===== src/rtl/axis8to32.sv =====
// Packs an 8-bit byte stream into 32-bit words. The completing byte (4th byte or m_last) loads the output register on the same edge.
// A pending output word stalls input only while s_ready is low: m_ready = ~s_valid | s_ready.
module axis8to32 #(
  parameter bit LSB_FIRST = 1'b1
) (
  input  logic        clk,
  input  logic        rstf,
  input  logic [7:0]  m_data,
  input  logic        m_valid,
  output logic        m_ready,
  input  logic        m_last,
  output logic [31:0] s_data,
  output logic [3:0]  s_keep,
  output logic        s_last,
  output logic        s_valid,
  input  logic        s_ready
);

  logic [1:0]  cnt_q, cnt_d;
  logic [31:0] acc_q, acc_d;
  logic [31:0] dat_q, dat_d;
  logic [3:0]  keep_q, keep_d;
  logic        last_q, last_d;
  logic        vld_q, vld_d;

  logic        byte_acc;
  logic        word_acc;
  logic        complete;
  logic [1:0]  lane;
  logic [31:0] placed;
  logic [3:0]  keep_lsb;
  logic [3:0]  keep_new;

  assign m_ready  = ~vld_q | s_ready;
  assign byte_acc = m_valid & m_ready;
  assign word_acc = vld_q & s_ready;
  assign complete = byte_acc & ((cnt_q == 2'd3) | m_last);
  assign lane     = LSB_FIRST ? cnt_q : (2'd3 - cnt_q);
  assign placed   = {24'h0, m_data} << {lane, 3'b000};

  // Keep mask grows from the first-byte lane; MSB-first is the bit-reversed LSB-first mask.
  always_comb begin
    keep_lsb = 4'b1111;
    case (cnt_q)
      2'd0:    keep_lsb = 4'b0001;
      2'd1:    keep_lsb = 4'b0011;
      2'd2:    keep_lsb = 4'b0111;
      default: keep_lsb = 4'b1111;
    endcase
  end

  assign keep_new = LSB_FIRST ? keep_lsb
                              : {keep_lsb[0], keep_lsb[1], keep_lsb[2], keep_lsb[3]};

  always_comb begin
    cnt_d  = cnt_q;
    acc_d  = acc_q;
    dat_d  = dat_q;
    keep_d = keep_q;
    last_d = last_q;
    vld_d  = vld_q;
    if (word_acc) begin
      vld_d = 1'b0;
    end
    if (complete) begin
      dat_d  = acc_q | placed;
      keep_d = keep_new;
      last_d = m_last;
      vld_d  = 1'b1;
      cnt_d  = 2'd0;
      acc_d  = 32'h0;
    end else if (byte_acc) begin
      acc_d = acc_q | placed;
      cnt_d = cnt_q + 2'd1;
    end
  end

  always_ff @(posedge clk or negedge rstf) begin
    if (!rstf) begin
      cnt_q  <= 2'd0;
      acc_q  <= 32'h0;
      dat_q  <= 32'h0;
      keep_q <= 4'h0;
      last_q <= 1'b0;
      vld_q  <= 1'b0;
    end else begin
      cnt_q  <= cnt_d;
      acc_q  <= acc_d;
      dat_q  <= dat_d;
      keep_q <= keep_d;
      last_q <= last_d;
      vld_q  <= vld_d;
    end
  end

  assign s_data  = dat_q;
  assign s_keep  = keep_q;
  assign s_last  = last_q;
  assign s_valid = vld_q;

endmodule


===== config.mk =====
export PLATFORM = sky130hd
export DESIGN_NAME = axis8to32
export DESIGN_NICKNAME = d
export VERILOG_FILES = /design/src/rtl/axis8to32.sv
export SDC_FILE = /design/constraint.sdc
export NUM_CORES = 1
export LEC_CHECK = 0
export CAP_MARGIN = 5
export CELL_PAD_IN_SITES_DETAIL_PLACEMENT = 0
export CELL_PAD_IN_SITES_GLOBAL_PLACEMENT = 1
export CORE_UTILIZATION = 45
export DETAILED_ROUTE_END_ITERATION = 10
export HOLD_SLACK_MARGIN = 0.02
export PLACE_DENSITY = 0.95
export SYNTH_ARGS = -nofsm -noshare
export SYNTH_HDL_FRONTEND = slang
export SYNTH_SLANG_ARGS = --single-unit

===== constraint.sdc =====
create_clock -name clk -period 2.3 [get_ports clk]
set_input_delay 0.23 -clock clk [delete_from_list [all_inputs] [get_ports clk]]
set_output_delay 0.23 -clock clk [all_outputs]
set_load 0.02 [all_outputs]

==> out/metrics.json <==
{
  "reg2reg_from": {"value": "cnt_q[1]$_DFFE_PN0P_"},
  "finalWorstPathRequiredPeriod": {"value": 1.78, "unit": "ns"},
  "first_global_vias": {"value": 2261},
  "area_share_of_the_largest_cell_type_after_synthesis": {"value": 0.561},
  "cts_post_setup_buffers_inserted": {"value": 0},
  "core_area": {"value": 6830, "unit": "um2"},
  "syn_to_final_growth": {"value": 23.2, "unit": "%"},
  "cts.sinks": {"value": 72},
  "tritoncts": {"value": "built"},
  "max_cap_viols": {"value": 0},
  "post_synth_edffs": {"value": 0},
  "vdd.ir_drop.worst": {"value": 0.462, "unit": "mV"},
  "slew_headroom": {"value": 0.313},
  "num_antenna_cells": {"value": 0},
  "yosys_warnings": {"value": 0},
  "worst_ep_required_time": {"value": 2.56, "unit": "ns"},
  "drt-initial-drc-count": {"value": 240},
  "slowest_delay": {"value": 0.85, "unit": "ns"},
  "nets": {"value": 349},
  "critical_path_class": {"value": "flip-flop to flip-flop"},
  "timing.critical_path.cells": {"value": "nor2b_1 > a41oi_1 > nor2_1"},
  "result_of_the_run": {"value": "complete, no violations"},
  "critical_path.endpoint_type": {"value": "flip-flop"},
  "leakage_power_figure": {"value": 0.00175, "unit": "uW"},
  "fp.dieH": {"value": 86.5, "unit": "um"},
  "fp-row-count": {"value": 30},
  "period_utilization": {"value": 0.775},
  "arrival": {"value": 2.05, "unit": "ns"},
  "routed_wire_length_per_instance": {"value": 15.6, "unit": "um"},
  "cts_htree_levels": {"value": 3},
  "route.final.wire_length": {"value": 6750, "unit": "um"},
  "crit_fanout": {"value": 16},
  "fin_hold_ws": {"value": 0.468, "unit": "ns"},
  "utilization": {"value": 0.580},
  "placedCellCount": {"value": 416},
  "insertion_delay": {"value": 0.34, "unit": "ns"},
  "fin_setup_tns": {"value": 0, "unit": "ns"},
  "global_route_wire_length_before_repair": {"value": 11300, "unit": "um"},
  "yosys-top-cells-area": {"value": "dfrtp_1 56%, mux2i_1 10%, a41oi_1 8.7%"},
  "dpl-instance-area": {"value": 3730, "unit": "um2"},
  "hpwlAfterDp": {"value": 4140, "unit": "um"},
  "power_dens_cells": {"value": 1120, "unit": "nW/um2"},
  "post_synth.cell_area_avg": {"value": 11.0, "unit": "um2"},
  "rsz0062_at_grt": {"value": "no"},
  "timing_worst_slew_pin_value": {"value": 1.03, "unit": "ns"},
  "vias": {"value": 2310},
  "synthesis.nets": {"value": 310},
  "synth_ff_type": {"value": "dfrtp_1"},
  "multi_input_comb_area": {"value": 1100, "unit": "um2"},
  "worstSetupStartpointType": {"value": "flip-flop"},
  "final.setup_skew": {"value": 0.00647, "unit": "ns"},
  "filler_instances": {"value": 602},
  "holdCritPathClass": {"value": "input pin to async pin"},
  "critical-path-slowest-cell": {"value": "nor2b_1"},
  "regToRegSetupSlack": {"value": 0.52, "unit": "ns"},
  "synth.largest_area_cell": {"value": "dfrtp_1"},
  "postLayoutCellArea": {"value": 3960, "unit": "um2"},
  "top_level_ports": {"value": 52},
  "drt_drc_violations_left": {"value": 0},
  "die_w": {"value": 86.5, "unit": "um"},
  "async_flop_share": {"value": 1.00},
  "post-synth-top-count-cell": {"value": "dfrtp_1"},
  "synth_sequential_area_ratio": {"value": 0.561},
  "seq_area": {"value": 1800, "unit": "um2"},
  "worst_r2r_endpoint": {"value": "acc_q[16]$_DFFE_PN0P_"},
  "final_layout_size_suffix_gt1_frac": {"value": 0.0861},
  "mappedNetlistArea": {"value": 3210, "unit": "um2"},
  "synth_top_cells_by_count": {"value": "72 x dfrtp_1, 34 x inv_1, 34 x nor2_1"},
  "ctsRootBufferMaster": {"value": "clkbuf_8"},
  "floorplan.die_area": {"value": 7480, "unit": "um2"},
  "r2r_cells": {"value": 3},
  "grt_usage": {"value": 0.201},
  "maximum_number_of_pins_on_one_net_before_global_route_repair": {"value": 65},
  "initial_core_util": {"value": 0.470},
  "achievable-frequency": {"value": 0.561, "unit": "GHz"},
  "finish.cell_count_without_fillers": {"value": 433},
  "via_per_inst": {"value": 5.33},
  "final_hold_viol_count": {"value": 0},
  "ys_ff_latch": {"value": 72},
  "detail_route.first_pass.iterations": {"value": 4},
  "unique_masters_post_synth": {"value": 29},
  "grt-ovfl-total": {"value": 0},
  "clock_tree.buffer_depth": {"value": 2},
  "cts_buffers": {"value": 9},
  "port_buffers": {"value": 51},
  "setup_viol": {"value": 0},
  "number_of_antenna_violations_at_the_first_check_in_global_routing": {"value": 0},
  "antenna_violation_net_count_after_detailed_routing": {"value": 0},
  "netlist_instances": {"value": 293},
  "final_weighted_congestion_in_routability_driven_placement": {"value": 0.705},
  "slew_viol_final": {"value": 0},
  "clkSlewWorstSetupHoldPaths": {"value": 0.07, "unit": "ns"}
}
[worst max path at each step]
stage	to	start	cells after the start	slack (ns)
after detailed placement	m_ready	s_ready	4	0.57
after floorplan	s_keep[3]$_DFFE_PN0P_	cnt_q[1]$_DFFE_PN0P_	4	0.85
final	acc_q[16]$_DFFE_PN0P_	cnt_q[1]$_DFFE_PN0P_	3	0.52
after CTS	m_ready	s_valid$_DFFE_PN0P_	3	0.53
after global routing	s_data[12]$_DFFE_PN0P_	cnt_q[0]$_DFFE_PN0P_	3	0.30
after global placement	m_ready	s_ready	4	0.57
[final cells by class]
class,count,area share
Clock buffer,14,0.0461
Multi-Input combinational cell,155,0.278
Sequential cell,72,0.455
Inverter,36,0.0341
Clock inverter,2,0.00885
Tap cell,96,0.0303
Timing Repair Buffer,58,0.148
[repair_timing]
action,CTS,global route
hold buffers,1,0
endpoints found under the hold margin,28,0
resized for setup,0,0
[routing by layer]
metal	track usage	wire length [um]	up-vias
li1	-	-	1085
met1	0.276	3040	1130
met2	0.299	3170	77
met3	0.0524	340	18
met4	0.0939	208	0
met5	0	0	-
[critical path, delay by kind of cell, from the launching register on]
kind	cells	cell delay [ns]
AOI/OAI and AO/OA	1	0.22
DFF	1	0.46
and+or+nand+nor	2	1.03
[kinds of logic (layout without fill, tap and decap cells)]
group,after synthesis,count (layout),share of synthesized area
compound gates,72,72,0.154
fa+ha+maj,4,4,0.0156
buf+inv,66,110,0.0989
flops,72,72,0.561
mux,33,33,0.104
simple gates,46,46,0.0662
[per-stage QoR]
step | setup slack [ns] | total power, uW
final | 0.518 | 4420
after global routing | 0.303 | 4690
after CTS | 0.531 | 4460
after detailed placement | 0.568 | 3380
after global placement | 0.571 | 3330
after floorplan | 0.854 | 2720
[flip-flops by register name, summed over array words and instances (netlist names)]
signal   cells
acc_q       32
s_data      32
s_keep       4
cnt_q        2
s_last       1
s_valid      1
[power breakdown]
group	internal (uW)	switching [uW]
sequential	1620	207
combinational	708	814
clock	619	454
total	2950	1480
[layout by cell type (no fill, tap or decap), types with 2 or more instances in the layout]
cell type / instances
dfrtp_1: 72
nand2_1: 2
o21ai_0: 3
buf_12: 2
a41oi_1: 32
mux2i_1: 32
o31ai_1: 2
nor2_1: 34
clkbuf_8: 13
inv_1: 34
a21oi_1: 33
clkdlybuf4s50_1: 50
nor2b_1: 2
ha_1: 4
buf_4: 4
inv_2: 2
(Power assumes the default switching activity.)
